<file path="config.mk">
export PLATFORM = sky130hd
export DESIGN_NAME = request_gen
export DESIGN_NICKNAME = d
export VERILOG_FILES = /design/src/rtl/rng_pkg.sv /design/src/rtl/lfsr_galois.sv /design/src/rtl/request_gen.sv
export SDC_FILE = /design/constraint.sdc
export NUM_CORES = 1
export LEC_CHECK = 0
export ABC_AREA = 0
export CAP_MARGIN = 20
export CORE_MARGIN = 10
export CORE_UTILIZATION = 50
export DETAILED_ROUTE_END_ITERATION = 10
export PLACE_DENSITY = 0.79
export SLEW_MARGIN = 5
export SYNTH_ARGS = -nofsm -noshare
export SYNTH_HDL_FRONTEND = slang
export SYNTH_SLANG_ARGS = --single-unit
</file>
<file path="constraint.sdc">
create_clock -name clk -period 3.1 [get_ports clk]
set_input_delay 0.775 -clock clk [delete_from_list [all_inputs] [get_ports clk]]
set_output_delay 0.775 -clock clk [all_outputs]
set_load 0.05 [all_outputs]
</file>
<file path="src/rtl/rng_pkg.sv">
// Shared types and constants for the pseudo-random request source.
// Holds the FSM state enum, default Galois taps per width, default seed.
package rng_pkg;

  typedef enum logic [1:0] {
    IDLE  = 2'd0,
    DRAW  = 2'd1,
    OFFER = 2'd2
  } req_state_t;

  localparam logic [31:0] DEF_SEED = 32'h0000_0001;

  // Right-shifting Galois masks, maximal-length for each width.
  function automatic logic [31:0] default_taps(input int unsigned w);
    case (w)
      4:       return 32'h0000_000C;
      5:       return 32'h0000_0014;
      6:       return 32'h0000_0030;
      7:       return 32'h0000_0060;
      8:       return 32'h0000_00B8;
      9:       return 32'h0000_0110;
      10:      return 32'h0000_0240;
      11:      return 32'h0000_0500;
      12:      return 32'h0000_0E08;
      13:      return 32'h0000_1C80;
      14:      return 32'h0000_3802;
      15:      return 32'h0000_6000;
      16:      return 32'h0000_D008;
      17:      return 32'h0001_2000;
      18:      return 32'h0002_0400;
      19:      return 32'h0007_2000;
      20:      return 32'h0009_0000;
      21:      return 32'h0014_0000;
      22:      return 32'h0030_0000;
      23:      return 32'h0042_0000;
      24:      return 32'h00E1_0000;
      25:      return 32'h0120_0000;
      26:      return 32'h0200_0023;
      27:      return 32'h0400_0013;
      28:      return 32'h0900_0000;
      29:      return 32'h1400_0000;
      30:      return 32'h2000_0029;
      31:      return 32'h4800_0000;
      32:      return 32'h8020_0003;
      default: return 32'h0000_0E08;
    endcase
  endfunction

endpackage

</file>
<file path="src/rtl/lfsr_galois.sv">
// Galois LFSR with enable and synchronous seed reload (0 -> SEED).
// Ports: clk, rst (async low), en, seed_load, seed in; q = state out.
module lfsr_galois #(
  parameter int unsigned      WIDTH = 12,
  parameter logic [WIDTH-1:0] TAPS  = 12'hE08,
  parameter logic [WIDTH-1:0] SEED  = 12'h001
) (
  input  logic             clk,
  input  logic             rst,
  input  logic             en,
  input  logic             seed_load,
  input  logic [WIDTH-1:0] seed,
  output logic [WIDTH-1:0] q
);

  logic [WIDTH-1:0] nxt;

  always_comb begin
    nxt = q >> 1;
    if (q[0]) nxt = nxt ^ TAPS;
  end

  // A zero seed would lock the register, so it falls back to SEED.
  always_ff @(posedge clk or negedge rst) begin
    if (!rst) begin
      q <= SEED;
    end else if (seed_load) begin
      q <= (seed == '0) ? SEED : seed;
    end else if (en) begin
      q <= nxt;
    end
  end

endmodule

</file>
<file path="src/rtl/request_gen.sv">
// Pseudo-random elevator request source: LFSR draws, range filter, valid/ready.
// Ports: clk, rst, en, mode, seed_load, seed in; req_* handshake; randy raw LFSR.
module request_gen
  import rng_pkg::*;
#(
  parameter int unsigned      WIDTH      = 12,
  parameter logic [WIDTH-1:0] TAPS       = WIDTH'(default_taps(WIDTH)),
  parameter logic [WIDTH-1:0] SEED       = WIDTH'(DEF_SEED),
  parameter int unsigned      NUM_FLOORS = 8,
  parameter int unsigned      INTERVAL   = 16,
  localparam int unsigned     FLOOR_W    = $clog2(NUM_FLOORS)
) (
  input  logic               clk,
  input  logic               rst,
  input  logic               en,
  input  logic               mode,
  input  logic               seed_load,
  input  logic [WIDTH-1:0]   seed,
  output logic               req_valid,
  input  logic               req_ready,
  output logic [FLOOR_W-1:0] req_floor,
  output logic               req_dir,
  output logic [WIDTH-1:0]   randy
);

  localparam int unsigned CNT_W = $clog2(INTERVAL);
  localparam logic [CNT_W-1:0] LAST =
    CNT_W'(INTERVAL - 1);
  localparam logic [FLOOR_W:0] NF =
    (FLOOR_W + 1)'(NUM_FLOORS);

  logic [WIDTH-1:0]   lfsr;
  logic [CNT_W-1:0]   cnt;
  logic [FLOOR_W-1:0] cand;
  logic               cand_ok;
  logic               hs;
  logic               pend;
  req_state_t         state;

  lfsr_galois #(
    .WIDTH (WIDTH),
    .TAPS  (TAPS),
    .SEED  (SEED)
  ) u_lfsr (
    .clk       (clk),
    .rst       (rst),
    .en        (en),
    .seed_load (seed_load),
    .seed      (seed),
    .q         (lfsr)
  );

  assign randy   = lfsr;
  assign cand    = lfsr[FLOOR_W-1:0];
  assign cand_ok = {1'b0, cand} < NF;
  assign hs      = req_valid & req_ready;

  always_ff @(posedge clk or negedge rst) begin
    if (!rst) begin
      cnt <= '0;
    end else if (hs) begin
      cnt <= '0;
    end else if (en) begin
      cnt <= (cnt == LAST) ? '0 : cnt + CNT_W'(1);
    end
  end

  // pend: handshake taken while frozen; the
  // exit from OFFER waits for the next enabled cycle.
  always_ff @(posedge clk or negedge rst) begin
    if (!rst) begin
      state     <= IDLE;
      req_valid <= 1'b0;
      req_floor <= '0;
      req_dir   <= 1'b0;
      pend      <= 1'b0;
    end else begin
      unique case (state)
        IDLE: begin
          if (en && (mode || cnt == LAST))
            state <= DRAW;
        end
        DRAW: begin
          if (en && cand_ok) begin
            req_floor <= cand;
            req_dir   <= lfsr[WIDTH-1];
            req_valid <= 1'b1;
            state     <= OFFER;
          end
        end
        OFFER: begin
          if (hs) begin
            req_valid <= 1'b0;
            if (en) state <= mode ? DRAW : IDLE;
            else    pend  <= 1'b1;
          end else if (pend && en) begin
            pend  <= 1'b0;
            state <= mode ? DRAW : IDLE;
          end
        end
        default: state <= IDLE;
      endcase
    end
  end

endmodule

</file>
==> metrics.yaml <==
outcome: "completed"
tns_ns: 0
dp_slack_ns: 0.741
num_antenna_cells: 0
p_comb_share_pct: 41.6
finalSetupViolCount: 0
place.port_buffers: 34
cts_resized: 0
finalHoldViolCount: 0
critPathLaunchType: "flop"
path_class: "flop to primary output"
yosysSeqAreaShare_pct: 49.0
core.rowCount: 17
clock.fmax_mhz: 391
crit_family: "buffers and inverters"
cts_htree_levels: 1
setup_ws_ns: 0.545
avgSynthCellArea_um2: 11.0
die_height_um: 69.5
cp-end-kind: "primary output"
tightest_slew_ns: 0.505
cp.arrival_ns: 1.78
clock_latency_ns: 0.30
netlist_area_um2: 1230
clkSlewWorstSetupHoldPaths_ns: 0.13
cp_num_buf_inv: 1
synth_top_family_by_area: "compound AO/OA/AOI/OAI gates"
synth_simple_gate_area_share_pct: 13.0
synth_xor_area_share_pct: 2.85
synth_compound_area_share_pct: 14.9
yosysUniqueCellTypes: 37
yosysWarnings: 0
r2r_start: "cnt[0]"
fin_crit_ns: 2.55
track_usage_pct: 11.9
grt_max_degree: 25
nets: 166
postRouteAntennaNets: 0
via_count: 955
dp_cells: 170
relSlewSlack_pct: 66.2
totalWireLength_mm: 2.79
p_per_area_nw_per_um2: 727
cp_cell_sequence: "clkdlybuf4s50_1"
numCtsBuffers: 3
async_flop_share_pct: 100
cpPeakStageDelay_ns: 0.84
grt_pass1_wl_mm: 4.88
min-delay-path-class: "flop to flop"
drt_first_iter_violations: 53
synthMuxAreaShare_pct: 14.7
finalPower_mw: 1.18
leakage_nw: 0.741
final_area_um2: 1630
layout-drive-gt1-share_pct: 11.0
ctsHoldBuffers: 0
die_w_um: 69.5
skew_ns: 0.00365
cts_tree: "built"
synth_edf_count: 0
post-cts-setup-buffer-count: 0
grt_setup_unrepaired: "false"
cp_slowest_cell: "clkdlybuf4s50_1"
num_io_pins: 35
utilization_pct: 71.5
synth_top_area_share_pct: 46.9
drc: 0
dr.pass1.iters: 4
pwr-share-clk_pct: 18.7
place_area_um2: 1570
pwr-share-seq_pct: 39.7
core_area_um2: 2280
dpl.hpwl_mm: 2.18
crit_fanout: 7
routed_via_density: 5.49
timing.final.crit_share_pct: 82.4
startpoint: "u_lfsr.q[0]"
start_util_pct: 53.9
wl_per_cell_um: 16.1
holdWs_ns: 0.533
syn_to_final_growth_pct: 32.5
ir_worst_vdd_mv: 0.604
drv_cap: 0
cts_sinks: 24
syn_nets: 131
p_int_mw: 0.731
hp-start: "req_floor[2]"
ctsRootBufferMaster: "clkbuf_4"
antenna_found_initial: 0
fp.dieArea_um2: 4840
synthFlopType: "dfrtp_1"
routabilityCongestion: 0.814
synth_top_cell_by_area: "dfrtp_1"
synthCells: 112
switching_share_pct: 38.2
grt.overflow.total: 0
grt_pass1_vias: 1020
synthAdderAreaFrac_pct: 1.02
stdcell_count: 174
clockBufferDepth: 2
synth.area.top_cells: "dfrtp_1 47%, mux2i_1 9.8%, mux2_4 4.9%"
synth.ff_latch_count: 24
power_switching_mw: 0.452
required_ns: 2.32
drv_slew: 0
-- layer usage --
layer | GRT usage [%] | share of wire, % | vias up
met5 | 0 | 0 | -
met4 | 3.99 | 0.82 | 0
met3 | 3.71 | 5.9 | 2
met2 | 19.4 | 48 | 28
met1 | 14.4 | 45 | 459
li1 | - | - | 466
-- final cells by class --
cell class,instances,area [µm²]
Clock buffer,3,22.5
Clock inverter,1,30.0
Fill cell,171,649
Inverter,1,3.75
Multi-Input combinational cell,80,571
Sequential cell,24,602
Tap cell,28,35.0
Timing Repair Buffer,37,363
-- cells by family after synthesis --
| group | after synthesis |
|---|---|
| muxes | 16 |
| adders and majority gates | 1 |
| DFF | 24 |
| xor gates and xnor gates | 4 |
| buffers and inverters | 8 |
| AOI/OAI and AO/OA | 30 |
| and+or+nand+nor | 29 |
-- cells in the mapped netlist (3+ instances only) --
cell,instances
a21oi_1,6
dfrtp_1,23
mux2_4,4
mux2i_1,12
nand2_1,11
nor2_1,3
o21ai_0,5
o21ai_1,8
xor2_1,4
-- power by group through the flow --
stage          registers, mW  logic, mW  clock network, mW
2_1_floorplan          0.619      0.186                  0
3_3_place_gp           0.470      0.489                  0
3_5_place_dp           0.476      0.498                  0
4_1_cts                0.470      0.500              0.226
5_1_grt                0.484      0.525              0.247
6_report               0.470      0.492              0.221
-- final timing paths --
| kind | slack [ns] | depth (start not counted) | end |
|---|---|---|---|
| max in group asynchronous | 2.01 | 2 | u_lfsr.q[0] |
| min in group asynchronous | 0.81 | 2 | cnt[0] |
| worst min-delay path | 0.53 | 1 | req_floor[2] |
| worst max-delay path | 0.55 | 1 | randy[0] |
| worst min register to register | 0.53 | 1 | req_floor[2] |
| worst max register to register | 1.86 | 4 | state[0] |
-- cell usage in the layout, fill, tap and decap left out, drive strengths merged, types with 2 or more instances in the layout --
cell type	Yosys	final
a21oi	7	7
a22oi	2	2
buf	5	3
clkbuf	2	3
clkdlybuf4s50	0	34
dfrtp	23	23
mux2	4	4
mux2i	12	12
nand2	12	12
nand2b	2	2
nand3	2	2
nand3b	3	3
nor2	3	3
nor2b	2	2
nor4	2	2
o21ai	13	13
xor2	4	4
-- state kept, by name, summed over array words and instances, names as in the netlist --
register,flops
req_dir,1
u_lfsr.q,12
state,2
req_valid,1
req_floor,3
pend,1
cnt,4
No activity file was read; power rests on OpenSTA's default activity.
